## src/rtl/ahb_pkg.sv

```systemverilog
// ahb_pkg
//   Shared AHB-Lite encodings and GPIO slave register map.
//   Contents: HTRANS codes, HRESP codes, HSIZE codes, register word offsets,
//   slave FSM state type and a debug snapshot struct for bound checkers.
package ahb_pkg;

    localparam logic [1:0] HTRANS_IDLE   = 2'b00;
    localparam logic [1:0] HTRANS_BUSY   = 2'b01;
    localparam logic [1:0] HTRANS_NONSEQ = 2'b10;
    localparam logic [1:0] HTRANS_SEQ    = 2'b11;

    localparam logic HRESP_OKAY  = 1'b0;
    localparam logic HRESP_ERROR = 1'b1;

    localparam logic [2:0] HSIZE_BYTE = 3'd0;
    localparam logic [2:0] HSIZE_HALF = 3'd1;
    localparam logic [2:0] HSIZE_WORD = 3'd2;

    // Register selects, HADDR[3:2]
    localparam logic [1:0] REG_DATA_OUT   = 2'd0;
    localparam logic [1:0] REG_DATA_IN    = 2'd1;
    localparam logic [1:0] REG_IRQ_EN     = 2'd2;
    localparam logic [1:0] REG_IRQ_STATUS = 2'd3;

    typedef enum logic [1:0] {
        ST_IDLE = 2'd0,
        ST_WAIT = 2'd1,
        ST_ERR1 = 2'd2,
        ST_ERR2 = 2'd3
    } slv_state_e;

    typedef struct packed {
        slv_state_e state;
        logic [2:0] wait_cnt;
        logic       dphase_valid;
    } slv_dbg_t;

endpackage

```

## src/rtl/gpio_sync_edge.sv

```systemverilog
// gpio_sync_edge
//   Two-flop synchroniser for asynchronous inputs plus a one-cycle rising-edge
//   pulse computed from the synchronised value against its previous sample.
//   Ports:
//     clk      in  clock
//     rst_n    in  asynchronous active-low reset
//     async_in in  W asynchronous inputs
//     sync_out out W synchronised inputs
//     rise     out W one-cycle pulse per synchronised 0->1 transition
module gpio_sync_edge #(
    parameter int unsigned W = 8
) (
    input  logic         clk,
    input  logic         rst_n,
    input  logic [W-1:0] async_in,
    output logic [W-1:0] sync_out,
    output logic [W-1:0] rise
);

    logic [W-1:0] meta_q, meta_d;
    logic [W-1:0] sync_q, sync_d;
    logic [W-1:0] prev_q, prev_d;

    always_comb begin
        meta_d = async_in;
        sync_d = meta_q;
        prev_d = sync_q;
    end

    always_ff @(posedge clk or negedge rst_n) begin
        if (!rst_n) begin
            meta_q <= '0;
            sync_q <= '0;
            prev_q <= '0;
        end else begin
            meta_q <= meta_d;
            sync_q <= sync_d;
            prev_q <= prev_d;
        end
    end

    assign sync_out = sync_q;
    assign rise     = sync_q & ~prev_q;

endmodule

```

## src/rtl/ahb_gpio_slave.sv

```systemverilog
// ahb_gpio_slave
//   AHB-Lite GPIO slave: LED output register, synchronised input register,
//   rising-edge interrupt status (write-1-to-clear) with enable mask.
//   Register map (HADDR[3:2]): 0 DATA_OUT RW, 1 DATA_IN RO, 2 IRQ_EN RW,
//   3 IRQ_STATUS W1C. Any HADDR[31:4] != 0 gets a two-cycle ERROR response.
//   Handshake: an address phase is taken when HSEL & HTRANS[1] & HREADYIN at a
//   posedge while the slave is idle; the data phase ends at the first posedge
//   where HREADYOUT=1, and writes commit on that edge with HWDATA[7:0].
//   Ports:
//     Clk, Rst             clock, asynchronous active-low reset
//     HSEL..HREADYIN       AHB-Lite slave inputs
//     HRDATA, HREADYOUT,
//     HRESP                AHB-Lite slave outputs
//     gpio_in              asynchronous external inputs
//     LED                  DATA_OUT contents
//     irq                  |(IRQ_STATUS & IRQ_EN)
module ahb_gpio_slave
    import ahb_pkg::*;
#(
    parameter int unsigned WAIT_STATES = 0,
    parameter int unsigned GPIO_W      = 8
) (
    input  logic              Clk,
    input  logic              Rst,
    input  logic              HSEL,
    input  logic [31:0]       HADDR,
    input  logic [1:0]        HTRANS,
    input  logic              HWRITE,
    input  logic [2:0]        HSIZE,
    input  logic [31:0]       HWDATA,
    input  logic              HREADYIN,
    output logic [31:0]       HRDATA,
    output logic              HREADYOUT,
    output logic              HRESP,
    input  logic [GPIO_W-1:0] gpio_in,
    output logic [GPIO_W-1:0] LED,
    output logic              irq
);

    localparam bit         HAS_WAIT = (WAIT_STATES != 0);
    localparam logic [2:0] WS_LOAD  = HAS_WAIT ? 3'(WAIT_STATES - 1) : 3'd0;

    slv_state_e state_q, state_d;
    logic [2:0] cnt_q, cnt_d;

    // Registered address-phase information for the current data phase
    logic       dp_valid_q, dp_valid_d;
    logic       dp_write_q, dp_write_d;
    logic       dp_lane0_q, dp_lane0_d;
    logic [1:0] dp_reg_q,   dp_reg_d;

    logic [GPIO_W-1:0] data_out_q,   data_out_d;
    logic [GPIO_W-1:0] irq_en_q,     irq_en_d;
    logic [GPIO_W-1:0] irq_status_q, irq_status_d;

    logic [GPIO_W-1:0] gpio_sync;
    logic [GPIO_W-1:0] gpio_rise;

    logic              accept;
    logic              unmapped;
    logic              wr_en;
    logic [GPIO_W-1:0] clr_mask;
    logic [GPIO_W-1:0] rd_val;

    // Size and byte-lane data above bit 7 do not affect this slave
    logic     unused_bits;
    slv_dbg_t dbg_unused;

    assign unused_bits = ^{HSIZE, HTRANS[0], HWDATA};
    // State snapshot for bound checkers
    assign dbg_unused  = '{state: state_q, wait_cnt: cnt_q, dphase_valid: dp_valid_q};

    gpio_sync_edge #(.W(GPIO_W)) u_sync (
        .clk      (Clk),
        .rst_n    (Rst),
        .async_in (gpio_in),
        .sync_out (gpio_sync),
        .rise     (gpio_rise)
    );

    // Only IDLE takes new address phases; every other state either holds
    // HREADYOUT low or is the closing cycle of an ERROR response.
    assign accept   = HSEL & HTRANS[1] & HREADYIN & (state_q == ST_IDLE);
    assign unmapped = (HADDR[31:4] != 28'd0);

    // ---------------- FSM: state register ----------------
    always_ff @(posedge Clk or negedge Rst) begin
        if (!Rst) begin
            state_q <= ST_IDLE;
            cnt_q   <= 3'd0;
        end else begin
            state_q <= state_d;
            cnt_q   <= cnt_d;
        end
    end

    // ---------------- FSM: next state ----------------
    always_comb begin
        state_d = state_q;
        cnt_d   = cnt_q;
        unique case (state_q)
            ST_IDLE: begin
                if (accept) begin
                    if (unmapped) begin
                        state_d = ST_ERR1;
                    end else if (HAS_WAIT) begin
                        state_d = ST_WAIT;
                        cnt_d   = WS_LOAD;
                    end
                end
            end
            ST_WAIT: begin
                if (cnt_q == 3'd0) begin
                    state_d = ST_IDLE;
                end else begin
                    cnt_d = cnt_q - 3'd1;
                end
            end
            ST_ERR1: state_d = ST_ERR2;
            ST_ERR2: state_d = ST_IDLE;
            default: state_d = ST_IDLE;
        endcase
    end

    // ---------------- FSM: outputs ----------------
    always_comb begin
        HREADYOUT = 1'b1;
        HRESP     = HRESP_OKAY;
        unique case (state_q)
            ST_IDLE: ;
            ST_WAIT: HREADYOUT = 1'b0;
            ST_ERR1: begin
                HREADYOUT = 1'b0;
                HRESP     = HRESP_ERROR;
            end
            ST_ERR2: HRESP = HRESP_ERROR;
            default: ;
        endcase
    end

    // ---------------- Data-phase capture ----------------
    // dp_valid marks a mapped data phase; it survives WAIT and is consumed in
    // IDLE, where a pipelined address phase may load the next one.
    always_comb begin
        dp_valid_d = dp_valid_q;
        dp_write_d = dp_write_q;
        dp_lane0_d = dp_lane0_q;
        dp_reg_d   = dp_reg_q;
        if (state_q == ST_IDLE) begin
            dp_valid_d = accept & ~unmapped;
            if (accept) begin
                dp_write_d = HWRITE;
                dp_lane0_d = (HADDR[1:0] == 2'b00);
                dp_reg_d   = HADDR[3:2];
            end
        end else if (state_q != ST_WAIT) begin
            dp_valid_d = 1'b0;
        end
    end

    // Write commits on the edge that ends the data phase (IDLE means HREADYOUT=1)
    assign wr_en    = dp_valid_q & dp_write_q & dp_lane0_q & (state_q == ST_IDLE);
    assign clr_mask = (wr_en && dp_reg_q == REG_IRQ_STATUS) ? HWDATA[GPIO_W-1:0] : '0;

    // ---------------- Register file ----------------
    always_comb begin
        data_out_d = data_out_q;
        irq_en_d   = irq_en_q;
        if (wr_en && dp_reg_q == REG_DATA_OUT) data_out_d = HWDATA[GPIO_W-1:0];
        if (wr_en && dp_reg_q == REG_IRQ_EN)   irq_en_d   = HWDATA[GPIO_W-1:0];
        // Clear applied first so a coincident rising edge wins
        irq_status_d = (irq_status_q & ~clr_mask) | gpio_rise;
    end

    always_ff @(posedge Clk or negedge Rst) begin
        if (!Rst) begin
            dp_valid_q   <= 1'b0;
            dp_write_q   <= 1'b0;
            dp_lane0_q   <= 1'b0;
            dp_reg_q     <= 2'd0;
            data_out_q   <= '0;
            irq_en_q     <= '0;
            irq_status_q <= '0;
        end else begin
            dp_valid_q   <= dp_valid_d;
            dp_write_q   <= dp_write_d;
            dp_lane0_q   <= dp_lane0_d;
            dp_reg_q     <= dp_reg_d;
            data_out_q   <= data_out_d;
            irq_en_q     <= irq_en_d;
            irq_status_q <= irq_status_d;
        end
    end

    // ---------------- Read data ----------------
    always_comb begin
        rd_val = '0;
        if (dp_valid_q && !dp_write_q) begin
            unique case (dp_reg_q)
                REG_DATA_OUT:   rd_val = data_out_q;
                REG_DATA_IN:    rd_val = gpio_sync;
                REG_IRQ_EN:     rd_val = irq_en_q;
                REG_IRQ_STATUS: rd_val = irq_status_q;
                default:        rd_val = '0;
            endcase
        end
    end

    assign HRDATA = 32'(rd_val);
    assign LED    = data_out_q;
    assign irq    = |(irq_status_q & irq_en_q);

endmodule

```

## config.mk

```make
export PLATFORM = sky130hd
export DESIGN_NAME = ahb_gpio_slave
export DESIGN_NICKNAME = d
export VERILOG_FILES = /design/src/rtl/ahb_pkg.sv /design/src/rtl/gpio_sync_edge.sv /design/src/rtl/ahb_gpio_slave.sv
export SDC_FILE = /design/constraint.sdc
export NUM_CORES = 1
export LEC_CHECK = 0
export ABC_AREA = 1
export ABC_CLOCK_PERIOD_IN_PS = 3490
export CORE_MARGIN = 2
export CORE_UTILIZATION = 40
export CTS_BUF_LIST = sky130_fd_sc_hd__clkbuf_8
export DETAILED_ROUTE_END_ITERATION = 16
export PLACE_DENSITY = 0.77
export SLEW_MARGIN = 30
export SYNTH_ARGS = -nofsm -noshare
export SYNTH_HDL_FRONTEND = slang
export SYNTH_HIERARCHICAL = 1
export SYNTH_SLANG_ARGS = --single-unit
```

## constraint.sdc

```tcl
create_clock -name Clk -period 3.49 [get_ports Clk]
set_input_delay 0.349 -clock Clk [delete_from_list [all_inputs] [get_ports Clk]]
set_output_delay 0.349 -clock Clk [all_outputs]
set_load 0.02 [all_outputs]
```

* After elaboration in Yosys (flattened, before gate mapping) *
Index checks and enable logic that the tools add are counted.
W data, S select, Z words.

storage, ports and cells
  bits in registers = 58
  output and inout port bits = 43
  word-level logic and storage cells = 66

operators by class
  add/subtract/negate cells = 1
  equality and inequality tests = 10
  mux-type cells = 11
  bitwise logic cells = 15
  reduce and logical (&&, ||, !) cells = 17

operator list
  operator               number
  $pmux W8 S4            1
  $reduce_bool A28 Y1    1
  $and A8 B8 Y8          3
  $mux W8                2
  $not A8 Y8             2
  $eq A2 B2 Y1 const B   4
  $or A8 B8 Y8           1
  $pmux W2 S4            1
  $reduce_or A8 Y1       1
  $and A1 B1 Y1          7
  $logic_not A2 Y1       3
  $mux W2                3
  $ne A2 B2 Y1 const B   3
  $eq A2 B1 Y1 const B   2
  $logic_and A1 B1 Y1    4
  $mux W1                4
  $reduce_and A2 Y1      2
  $reduce_or A2 Y1       2
  $logic_not A3 Y1       1
  $reduce_and A3 Y1      1
  $sub A3 B1 Y3 const B  1
  $ne A2 B1 Y1 const B   1
  $not A1 Y1             2
  $reduce_bool A2 Y1     1
  $logic_not A1 Y1       1

* Logic depth before layout (Yosys ltp) *
Gate-level depths: netlist (run 1).

  depth in word-level cells = 8
  gate-level depth with buffers = 9

* By module *
The synthesis (run 1) kept the hierarchy.

modules (own cells, without submodules)
  module          times used  cells each  area an instance (µm²)  sequential area each (µm²)
  ahb_gpio_slave  1           275         2134.5                  850.8
  gpio_sync_edge  1           40          680.7                   600.6

* Least setup slack after synthesis (run 1) *
OpenSTA, ideal clock, no wires.

  kind = register to output
  start point = reg dp_reg_q[0]
  end point = out HRDATA[0]
  arrival time = 1.241 ns
  required time = 3.141 ns
  setup slack = 1.900 ns
  stages on the path, launching flop included = 4
  path buffers = 0
  path through = dfrtp_1 -> nor2_2 -> nand2_1 -> a41oi_1

between the ends
  longest elaborated chain between the ends = 3

ends and longest elaborated chain
  what                                        RTL line               RTL
  start, declared                             ahb_gpio_slave.sv:50   logic [1:0] dp_reg_q, dp_reg_d;
  start signal, assigned                      ahb_gpio_slave.sv:188  dp_reg_q <= dp_reg_d;
  $eq A2 B2 Y1, or another cell as far along  ahb_gpio_slave.sv:199  unique case (dp_reg_q)
  $pmux W8 S4 (*)                             ahb_gpio_slave.sv:199
  $mux W8 (*)                                 ahb_gpio_slave.sv:198  if (dp_valid_q && !dp_write_q) begin
  end, declared                               ahb_gpio_slave.sv:32   output logic [31:0] HRDATA,

Every way passes the cells marked *; elsewhere a longest branch is shown, timed or not.

* Final worst setup path (run 1) *
  start point = reg dp_reg_q[1]
  end point = out HRDATA[2]

Same word-level chain as after synthesis.

==> impl_metrics.csv, run 1 <==
group,metric,value,unit
run_status,outcome,"completed",
power,combPwrFrac,0.234,
clock_network,clock_tree_from_tritoncts,"done",
timing,totalNegativeSetupSlack,0,ns
timing,finalHoldViolCount,0,
worst_setup_path,worst-endpoint-arrival,2.26,ns
global_route,antenna_found_initial,0,
placed_design,port_buffers,72,
floorplanning,fp.dieArea,7720,um^2
cells_and_area,final_cell_area,3820,um^2
global_route,first_global_vias,2305,
timing,timing.final.crit_period,2.61,ns
routing,post_drt_wl_per_cell,11.9,um
cells_and_area,drive_above_1_share,0.137,
timing,maxSlewViolCount,0,
clock_network,cts_buffer_depth,2,
clock_network,post_cts_sizing,0,
cells_and_area,final_util,0.562,
global_route,grt_first_pass_wirelength,10200,um
power,seq_power_share,0.370,
min_path,min-delay-path-class,"register to register",
power,power_report.internal_total,1.47,mW
floorplanning,floorplan.rows,30,
worst_setup_path,crit_path_end_kind,"primary output",
yosys,post_synthesis_cell_type_count,25,
timing,max_slew_margin,0.639,
floorplanning,die_height,87.9,um
worst_setup_path,worst-path-max-fanout,9,
power,power.ir.vdd_worst,0.327,mV
placed_design,place.detailed.instances,481,
cells_and_area,antenna_cells,0,
clock_network,cts_buffers,9,
clock_network,worst_setup_hold_path_clk_slew,0.06,ns
cells_and_area,fin_nets,485,
timing,slew_at_the_pin_closest_to_its_max_slew_limit,0.542,ns
placed_design,placedInstanceArea,3540,um^2
clock_network,cts_setup_buffers,0,
power,power.total,2.08,mW
power,net-switching-power,608,uW
global_route,grt_remaining_overflow,0,
worst_setup_path,worstPathRequired,3.14,ns
yosys,synth.top_cells.by_area,"dfrtp_1 52%, nand2_1 12%, inv_1 6.5%, buf_4 6.4%, o21ai_2 5.0%",
clock_network,cts-htree-levels,3,
power,leakagePower,1.81,nW
yosys,ys.warnings.count,6,
yosys,synth.ff_latch_count,58,
worst_setup_path,critPathLaunchType,"register",
routing,dr.first_iter.drc_count,88,
yosys,synth_seq_area_share,0.516,
global_route,grt_max_degree,35,
placed_design,gpl.final_weighted_congestion,0.839,
flow_run,drv_cap,0,
routing,detail_route.drc_violations,0,
timing,clock-skew-final,0.00637,ns
routing,detail-route-antenna-nets,0,
floorplanning,start_util,0.414,
power,netSwitchingFraction,0.293,
routing,avgViaCountPerCell,4.41,
cells_and_area,area.growth.synth_to_final,35.6,%
timing,setup_viol,0,
power,power.share.clock,0.396,
placed_design,detailed_place_hpwl,4360,um
global_route,gr-usage-all-layers,0.174,
timing,fmaxAchievable,383,MHz
yosys,synthesis.area,2820,um^2
floorplanning,number_of_ports_placed_on_the_die_boundary,125,
timing,grt_setup_unrepaired,"no",
yosys,post-synth-top-area-fraction,0.516,
clock_network,clock_sink_count,58,
routing,wirelength,5940,um
routing,dr_total_vias,2195,
yosys,synth_area_per_cell,8.94,um^2
worst_setup_path,timing_worst_setup_path_type,"register to primary output",
routing,first_pass_iters,4,
clock_network,cell_at_the_root_of_the_clock_tree,"clkbuf_8",
floorplanning,core,6790,um^2
floorplanning,die_w,87.9,um
timing,period_share,0.748,
yosys,syn_inst,315,
yosys,yosysTopAreaCell,"dfrtp_1",
power,power_density,544,nW/um^2
clock_network,clock_insertion_delay_worst_skew,0.34,ns
cells_and_area,final_cell_count_no_fill,498,
-- layout make-up --
cell class	count	area (um^2)
sequential	58	1450
timing repair buffer	74	733
clock buffer	10	138
tap	96	120
multi-input combinational	200	1040
clock inverter	6	129
inverter	54	203
fill	589	2980
-- worst max-delay path, cell delays in order (launching register included) --
cell,delay [ns]
dfrtp_1,0.44
nor2_2,0.46
nand2_1,0.11
a41oi_1,0.24
clkdlybuf4s50_1,0.68
-- metrics by stage --
stage | hold slack, ns | setup slack [ns]
finish | 0.349 | 0.879
floorplan | 0.0534 | 1.90
CTS | 0.351 | 0.852
detailed placement | 0.336 | 1.23
global placement | 0.334 | 1.23
global route | 0.355 | 0.733
-- cell usage after synthesis, drive strengths merged --
cell type  instances
nand3              5
a22o               1
nand2             91
dfrtp             58
and2               2
a41oi              8
nand4              2
o21ai             29
conb               1
o31ai              1
inv               54
xor2               1
nor2              26
or2                2
ha                 6
buf               26
a221oi             2
-- sequential cells by signal (all words and copies together), names as in the netlist --
name             count
u_sync/prev_q        8
dp_valid_q           1
dp_lane0_q           1
u_sync/meta_q        8
dp_write_q           1
irq_status_q         8
u_sync/sync_out      8
LED                  8
cnt_q                3
dp_reg_q             2
irq_en_q             8
state_q              2
-- placed cells by master, fill, tap and decap left out, types with 6 or more instances in the layout --
cell type,instances
clkdlybuf4s50_1,71
inv_1,50
a41oi_1,8
ha_1,6
clkbuf_8,10
nor2_2,11
o21ai_1,13
nor2_1,13
dfrtp_1,58
conb_1,24
o21ai_2,16
nand2_1,88
-- what timing repair did --
item,CTS,global route
endpoints found under the setup margin,0,0
hold endpoints to repair,11,0
hold buffers,1,0
-- power by group through the flow --
stage | clock network [mW] | registers [mW] | logic, mW
floorplan | 0 | 0.770 | 0.320
global placement | 0 | 0.777 | 0.474
detailed placement | 0 | 0.778 | 0.492
CTS | 0.833 | 0.768 | 0.494
global route | 0.866 | 0.776 | 0.548
finish | 0.823 | 0.768 | 0.487
-- routing by layer --
metal  GRT usage  vias up  wire length, um  part of all wire
met2       0.297       62             3040              0.51
met3      0.0575       12              298             0.050
met5           0        -                0                 0
met4      0.0629        0              140             0.024
met1       0.206     1028             2460              0.41
li1            -     1093                -                 -
-- path summary, 6_finish.rpt --
check | from | endpoint | slack (ns) | depth (start not counted)
setup / recovery | dp_reg_q[1]$_DFFE_PN0P_ | HRDATA[2] | 0.88 | 4
hold / removal | u_sync/meta_q[2]$_DFF_PN0_ | u_sync/sync_out[2]$_DFF_PN0_ | 0.35 | 0
setup reg to reg | state_q[0]$_DFFE_PN0P_ | irq_status_q[1]$_DFF_PN0_ | 1.96 | 7
hold reg to reg | u_sync/meta_q[2]$_DFF_PN0_ | u_sync/sync_out[2]$_DFF_PN0_ | 0.35 | 0
max in group asynchronous | Rst | dp_lane0_q$_DFFE_PN0P_ | 2.13 | 3
min in group asynchronous | Rst | LED[7]$_DFFE_PN0P_ | 0.53 | 2
-- cell families after synthesis --
logic type	Yosys count	synth area share
simple gates	128	0.200
fa+ha+maj	6	0.0267
compound gates	41	0.110
xor+xnor	1	0.00311
buf+inv	80	0.144
flops	58	0.516
other cells	1	0.00133
(Power assumes the default switching activity.)
==> run 2, diff against run 1 <==
ABC_CLOCK_PERIOD_IN_PS = 2700   (was 3490)
clock period = 2.7 ns   (was 3.49 ns; I/O delays follow)
==> run 2 against run 1 <==
Effect of this change:
- cell count up 0.20%
- total power up 26%
- highest routed layer unchanged
- largest power group unchanged
- global-route usage is essentially flat
- critical endpoint is now HRDATA[5]
==> impl_metrics.csv, run 2 (synthesis gave the netlist of run 1 again) <==
group,metric,value,unit
run_status,outcome,"completed",
worst_setup_path,crit_path_end_kind,"primary output",
global_route,grt_max_degree,30,
floorplanning,fp.dieArea,7720,um^2
global_route,grt_util_met2,0.288,
global_route,grt_remaining_overflow,0,
clock_network,clock_sink_count,58,
floorplanning,die_w,87.9,um
power,power_report.internal_total,1.83,mW
timing,max_slew_margin,0.641,
timing,maxSlewViolCount,0,
timing,totalNegativeSetupSlack,0,ns
timing,clock-skew-final,0.00645,ns
worst_setup_path,timing_worst_setup_path_type,"register to primary output",
timing,fmaxAchievable,385,MHz
power,combPwrFrac,0.239,
global_route,first_global_vias,2251,
worst_setup_path,worst-path-max-fanout,9,
clock_network,cts_buffer_depth,2,
placed_design,place.detailed.instances,482,
clock_network,cts-htree-levels,3,
clock_network,clock_insertion_delay_worst_skew,0.34,ns
placed_design,port_buffers,72,
timing,setup_viol,0,
worst_setup_path,worstPathRequired,2.43,ns
cells_and_area,area.growth.synth_to_final,35.4,%
placed_design,gpl.final_weighted_congestion,0.852,
worst_setup_path,reg_to_reg_setup_timing_slack,1.18,ns
clock_network,post_cts_hold_buffer_count,1,
cells_and_area,drive_above_1_share,0.141,
clock_network,cts_buffers,9,
global_route,antenna_found_initial,0,
floorplanning,core,6790,um^2
power,net-switching-power,790,uW
power,netSwitchingFraction,0.301,
timing,slew_at_the_pin_closest_to_its_max_slew_limit,0.538,ns
cells_and_area,final_cell_count_no_fill,499,
power,power_density,688,nW/um^2
clock_network,clock_tree_from_tritoncts,"done",
timing,period_share,0.962,
global_route,gr-usage-all-layers,0.174,
min_path,min-delay-path-class,"primary input to async pin",
worst_setup_path,worst-endpoint-arrival,2.33,ns
cells_and_area,filler_cell_count,608,
worst_setup_path,critPathLaunchType,"register",
timing,hold_ws,0.347,ns
timing,finalHoldViolCount,0,
power,power.share.clock,0.382,
routing,avgViaCountPerCell,4.54,
clock_network,worst_setup_hold_path_clk_slew,0.07,ns
floorplanning,die_height,87.9,um
timing,timing.final.crit_period,2.60,ns
routing,post_drt_wl_per_cell,12.2,um
power,power.ir.vdd_worst,0.413,mV
power,seq_power_share,0.379,
cells_and_area,antenna_cells,0,
floorplanning,floorplan.rows,30,
timing,grt_setup_unrepaired,"no",
cells_and_area,seqCellArea,1450,um^2
floorplanning,start_util,0.414,
clock_network,cell_at_the_root_of_the_clock_tree,"clkbuf_8",
routing,first_pass_iters,4,
power,leakagePower,1.81,nW
global_route,grt_use_met1,0.205,
global_route,grt_first_pass_wirelength,10000,um
cells_and_area,multiInputGateArea,1040,um^2
cells_and_area,fin_nets,486,
placed_design,detailed_place_hpwl,4490,um
cells_and_area,mostFrequentLayoutCells,"88 x nand2_1, 71 x clkdlybuf4s50_1, 58 x dfrtp_1",
floorplanning,number_of_ports_placed_on_the_die_boundary,125,
routing,dr.first_iter.drc_count,144,
flow_run,drv_cap,0,
global_route,highest_utilization_routing_layer_at_the_global_route_stage,"met2",
routing,dr_total_vias,2267,
clock_network,cts_setup_buffers,0,
routing,detail_route.drc_violations,0,
cells_and_area,mostFrequentLayoutCell,"nand2_1",
routing,detail-route-antenna-nets,0,
clock_network,post_cts_sizing,0,
routing,wirelength,6080,um
global_route,met3_usage,0.0707,
==> run 2: cell types whose count changed in the layout (fill, tap and decap cells not counted), sizes merged <==
cell / before / now
clkinv: 1 / 2
bufinv: 4 / 3
buf: 2 / 3
clkbuf: 10 / 11
inv: 55 / 54
==> run 2: power groups by stage <==
stage / combinational, mW / sequential [mW] / clock, mW
after global routing: 0.708 / 1.00 / 1.06
after global placement: 0.614 / 1.00 / 0
after detailed placement: 0.631 / 1.01 / 0
final: 0.627 / 0.993 / 1.00
after CTS: 0.632 / 0.993 / 1.02
after floorplan: 0.414 / 0.996 / 0
==> run 2: final timing paths <==
| path | startpoint | endpoint | depth (start not counted) |
|---|---|---|---|
| worst max-delay path | dp_reg_q[1]$_DFFE_PN0P_ | HRDATA[5] | 4 |
| worst min-delay path | Rst | irq_status_q[7]$_DFF_PN0_ | 2 |
| worst max register to register | state_q[0]$_DFFE_PN0P_ | irq_status_q[2]$_DFF_PN0_ | 7 |
| worst min register to register | u_sync/meta_q[3]$_DFF_PN0_ | u_sync/sync_out[3]$_DFF_PN0_ | 0 |
| max in group asynchronous | Rst | dp_write_q$_DFFE_PN0P_ | 3 |
| min in group Clk | u_sync/meta_q[3]$_DFF_PN0_ | u_sync/sync_out[3]$_DFF_PN0_ | 0 |
==> run 2: per-layer routing <==
metal	vias to the layer above	part of all wire
met3	16	0.055
met4	0	0.025
li1	1096	-
met1	1086	0.43
met5	-	0
met2	69	0.49
==> run 2: cell type report <==
type	instances	area share
Timing Repair Buffer	75	0.194
Tap cell	96	0.0315
Inverter	54	0.0532
Sequential cell	58	0.381
Clock buffer	11	0.0397
Clock inverter	5	0.0263
Multi-Input combinational cell	200	0.274
==> run 2: per-stage QoR <==
stage	power [mW]	setup slack, ns	utilization	instance area, um^2
6_report	2.62	0.103	0.561	3810
5_1_grt	2.77	0.0138	0.561	3810
4_1_cts	2.65	0.0846	0.561	3810
3_5_place_dp	1.64	0.482	0.522	3550
3_3_place_gp	1.62	0.519	0.522	3550
2_1_floorplan	1.41	1.19	-	2900
==> run 2: critical path, stage by stage, from the launching register on <==
cell and delay (ns):
dfrtp_1 0.44, nor2_2 0.47, nand2_1 0.12, a41oi_1 0.31, clkdlybuf4s50_1 0.66
==> run 3, diff against run 2 <==
ABC_AREA = default   (was 1)
ABC_CLOCK_PERIOD_IN_PS = 2900   (was 2700)
PLACE_DENSITY = 0.78   (was 0.77)
clock period = 2.9 ns   (was 2.7 ns; I/O delays follow)
==> run 3 against run 2 <==
Effect of this change:
- critical path type unchanged
- sequential power is 0.5% lower
- the flow now finishes with violations (DRC)
- die area down 4.8%
- routed wire length is 16% lower
- synthesized area is 5.0% lower
- count of clock-buffer cells in the layout increased by 1
- combinational power is 24% lower
- global-route usage down 1.8 points
- first-iteration DRC count is 47% lower
- worst hold slack lost 0.27 ns
- final area down 6.9%
- sequential share of layout area rose by 2.9 points
==> impl_metrics.csv, run 3 <==
group,metric,value,unit
yosys,post_synthesis_cell_type_count,26,
yosys,synth_area_per_cell,13.7,um^2
yosys,library_cell_with_the_highest_instance_count_after_synthesis,"dfrtp_1",
timing,final.setup.worst_slack,0.398,ns
global_route,grt_remaining_overflow,0,
placed_design,detailed_place_hpwl,3760,um
cells_and_area,multiInputGateArea,1090,um^2
worst_setup_path,timing_worst_setup_path_type,"register to primary output",
power,power.ir.vdd_worst,0.341,mV
worst_setup_path,worstPathRequired,2.61,ns
cells_and_area,drive_above_1_share,0.199,
clock_network,cts_buffers,9,
cells_and_area,filler_cell_count,549,
timing,clock-skew-final,0.00567,ns
worst_setup_path,crit_slowest_cell,"dfrtp_2",
floorplanning,die_w,85.8,um
clock_network,clock_sink_count,58,
timing,fmaxAchievable,400,MHz
timing,finalHoldViolCount,0,
power,power_density,595,nW/um^2
yosys,syn_inst,195,
floorplanning,die_height,85.8,um
global_route,grt_first_pass_wirelength,8570,um
placed_design,placedInstanceArea,3380,um^2
worst_setup_path,series_of_cell_instances_along_the_critical_path,"mux4_2 -> nor2b_1 -> clkdlybuf4s50_1",
floorplanning,start_util,0.416,
worst_setup_path,cp-startpoint,"dp_reg_q[0]$_DFFE_PN0P_",
placed_design,place.detailed.instances,342,
power,power.total,2.11,mW
yosys,synth_seq_area_share,0.543,
yosys,post-synth-top-area-fraction,0.543,
floorplanning,number_of_ports_placed_on_the_die_boundary,125,
routing,first_pass_iters,12,
floorplanning,fp.dieArea,7350,um^2
timing,setup_viol,0,
routing,post_drt_wl_per_cell,14.5,um
flow_run,drv_cap,0,
yosys,ys.warnings.count,6,
yosys,synth-async-reset-ratio,1.00,
yosys,netlist_top_cells_count,"58 x dfrtp_1, 25 x buf_4, 20 x mux2_2",
routing,dr.first_iter.drc_count,77,
run_status,failed_checks,"DRC",
cells_and_area,fin_nets,364,
cells_and_area,mostFrequentLayoutCells,"71 x clkdlybuf4s50_1, 57 x dfrtp_1, 24 x conb_1",
worst_setup_path,worst-endpoint-arrival,2.21,ns
worst_setup_path,crit_path_end_kind,"primary output",
floorplanning,floorplan.rows,29,
cells_and_area,mostFrequentLayoutCell,"clkdlybuf4s50_1",
power,leakagePower,1.52,nW
worst_setup_path,crit_buf_inv,1,
routing,dr_total_vias,1737,
clock_network,cts_buffer_depth,2,
worst_setup_path,reg_to_reg_startpoint,"state_q[1]$_DFFE_PN0P_",
clock_network,cts-htree-levels,3,
cells_and_area,area.growth.synth_to_final,32.7,%
worst_setup_path,max_stage_delay,0.61,ns
cells_and_area,antenna_cells,0,
placed_design,place_ws,0.473,ns
routing,avgViaCountPerCell,4.91,
timing,slew_at_the_pin_closest_to_its_max_slew_limit,0.712,ns
global_route,grt_max_degree,59,
worst_setup_path,critical-path-top-delay-family,"flip-flops",
yosys,synthesis.area,2670,um^2
cells_and_area,seqCellArea,1450,um^2
yosys,synth_edf_count,0,
yosys,yosys_most_used_dff,"dfrtp_1",
timing,maxSlewViolCount,0,
cells_and_area,final_cell_area,3550,um^2
clock_network,clock_tree_from_tritoncts,"done",
yosys,synth.ff_latch_count,58,
clock_network,cell_at_the_root_of_the_clock_tree,"clkbuf_8",
worst_setup_path,worst-path-max-fanout,12,
run_status,outcome,"finished with violations",
timing,max_slew_margin,0.525,
global_route,first_global_vias,1838,
timing,totalNegativeSetupSlack,0,ns
yosys,synth.top_cells.by_area,"dfrtp_1 54%, mux2_2 8.4%, buf_4 7.0%, mux4_2 6.7%, nor2b_4 4.1%",
routing,wirelength,5130,um
timing,period_share,0.863,
worst_setup_path,critPathLaunchType,"register",
timing,timing.final.crit_period,2.50,ns
timing,grt_setup_unrepaired,"no",
placed_design,gpl.final_weighted_congestion,0.765,
clock_network,clock_insertion_delay_worst_skew,0.34,ns
cells_and_area,final_cell_count_no_fill,354,
global_route,gr-usage-all-layers,0.156,
min_path,min-delay-path-class,"primary input to async pin",
global_route,antenna_found_initial,0,
placed_design,port_buffers,72,
yosys,yosysTopAreaCell,"dfrtp_1",
routing,detail_route.drc_violations,6,
routing,detail-route-antenna-nets,0,
clock_network,worst_setup_hold_path_clk_slew,0.06,ns
floorplanning,core,6420,um^2
[run 3: kinds of logic (layout without fill, tap and decap cells)]
kind of cell,count (synthesis),count (layout),synth area share
adder cells (fa/ha/maj),6,6,0.0281
buffers and inverters,32,91,0.0828
multiplexers,28,28,0.152
AO/OA/AOI/OAI,19,19,0.0505
other,1,24,0.00140
XOR/XNOR,1,1,0.00328
flip-flops,58,58,0.543
AND/OR/NAND/NOR,50,50,0.139
[run 3: path summary, 6_finish.rpt]
| kind | end | slack [ns] | cells past startpoint |
|---|---|---|---|
| max | HRDATA[1] | 0.40 | 3 |
| min | u_sync/meta_q[4]$_DFF_PN0_ | 0.08 | 2 |
| max reg2reg | irq_status_q[7]$_DFF_PN0_ | 0.91 | 6 |
| min reg2reg | u_sync/sync_out[3]$_DFF_PN0_ | 0.34 | 0 |
| max in group asynchronous | dp_reg_q[0]$_DFFE_PN0P_ | 2.31 | 2 |
| min in group Clk | u_sync/sync_out[3]$_DFF_PN0_ | 0.34 | 0 |
[run 3: where the power goes]
part / internal [mW] / total (mW) / switching [mW]
clock: 0.360 / 0.644 / 0.284
combinational: 0.293 / 0.477 / 0.183
sequential: 0.869 / 0.988 / 0.119
[run 3: area by class of cell]
class	count	share of cell area
flip-flops and latches	58	0.410
repair buffers	73	0.204
clock buffers	12	0.0466
inverters	6	0.00635
well taps	77	0.0272
multi-input cells	128	0.307
[run 3: worst reg2reg max path: stages, from the launching register on]
cell,delay (ns)
dfrtp_1,0.40
inv_1,0.11
ha_1,0.30
nand4_4,0.17
nor2_1,0.57
nand2_1,0.14
a21o_1,0.20
[run 3: per-layer routing]
layer / track usage / up-vias / wire (um)
met5: 0 / - / 0
met2: 0.261 / 88 / 2560
met4: 0.0433 / 0 / 72
met1: 0.172 / 838 / 1960
li1: - / 803 / -
met3: 0.0866 / 8 / 545
[run 3: stage by stage]
step                      utilization  hold WS [ns]
after global routing            0.552         0.139
after detailed placement        0.526         0.335
final                           0.552        0.0793
after CTS                       0.552         0.108
after global placement          0.526         0.333
after floorplan                     -      -0.00559
[run 3: what timing repair did]
item | in CTS | in global routing
hold buffers | 0 | 0
resized for setup | 0 | 1
buffers inserted | 0 | 0
setup endpoints to repair | 0 | 1
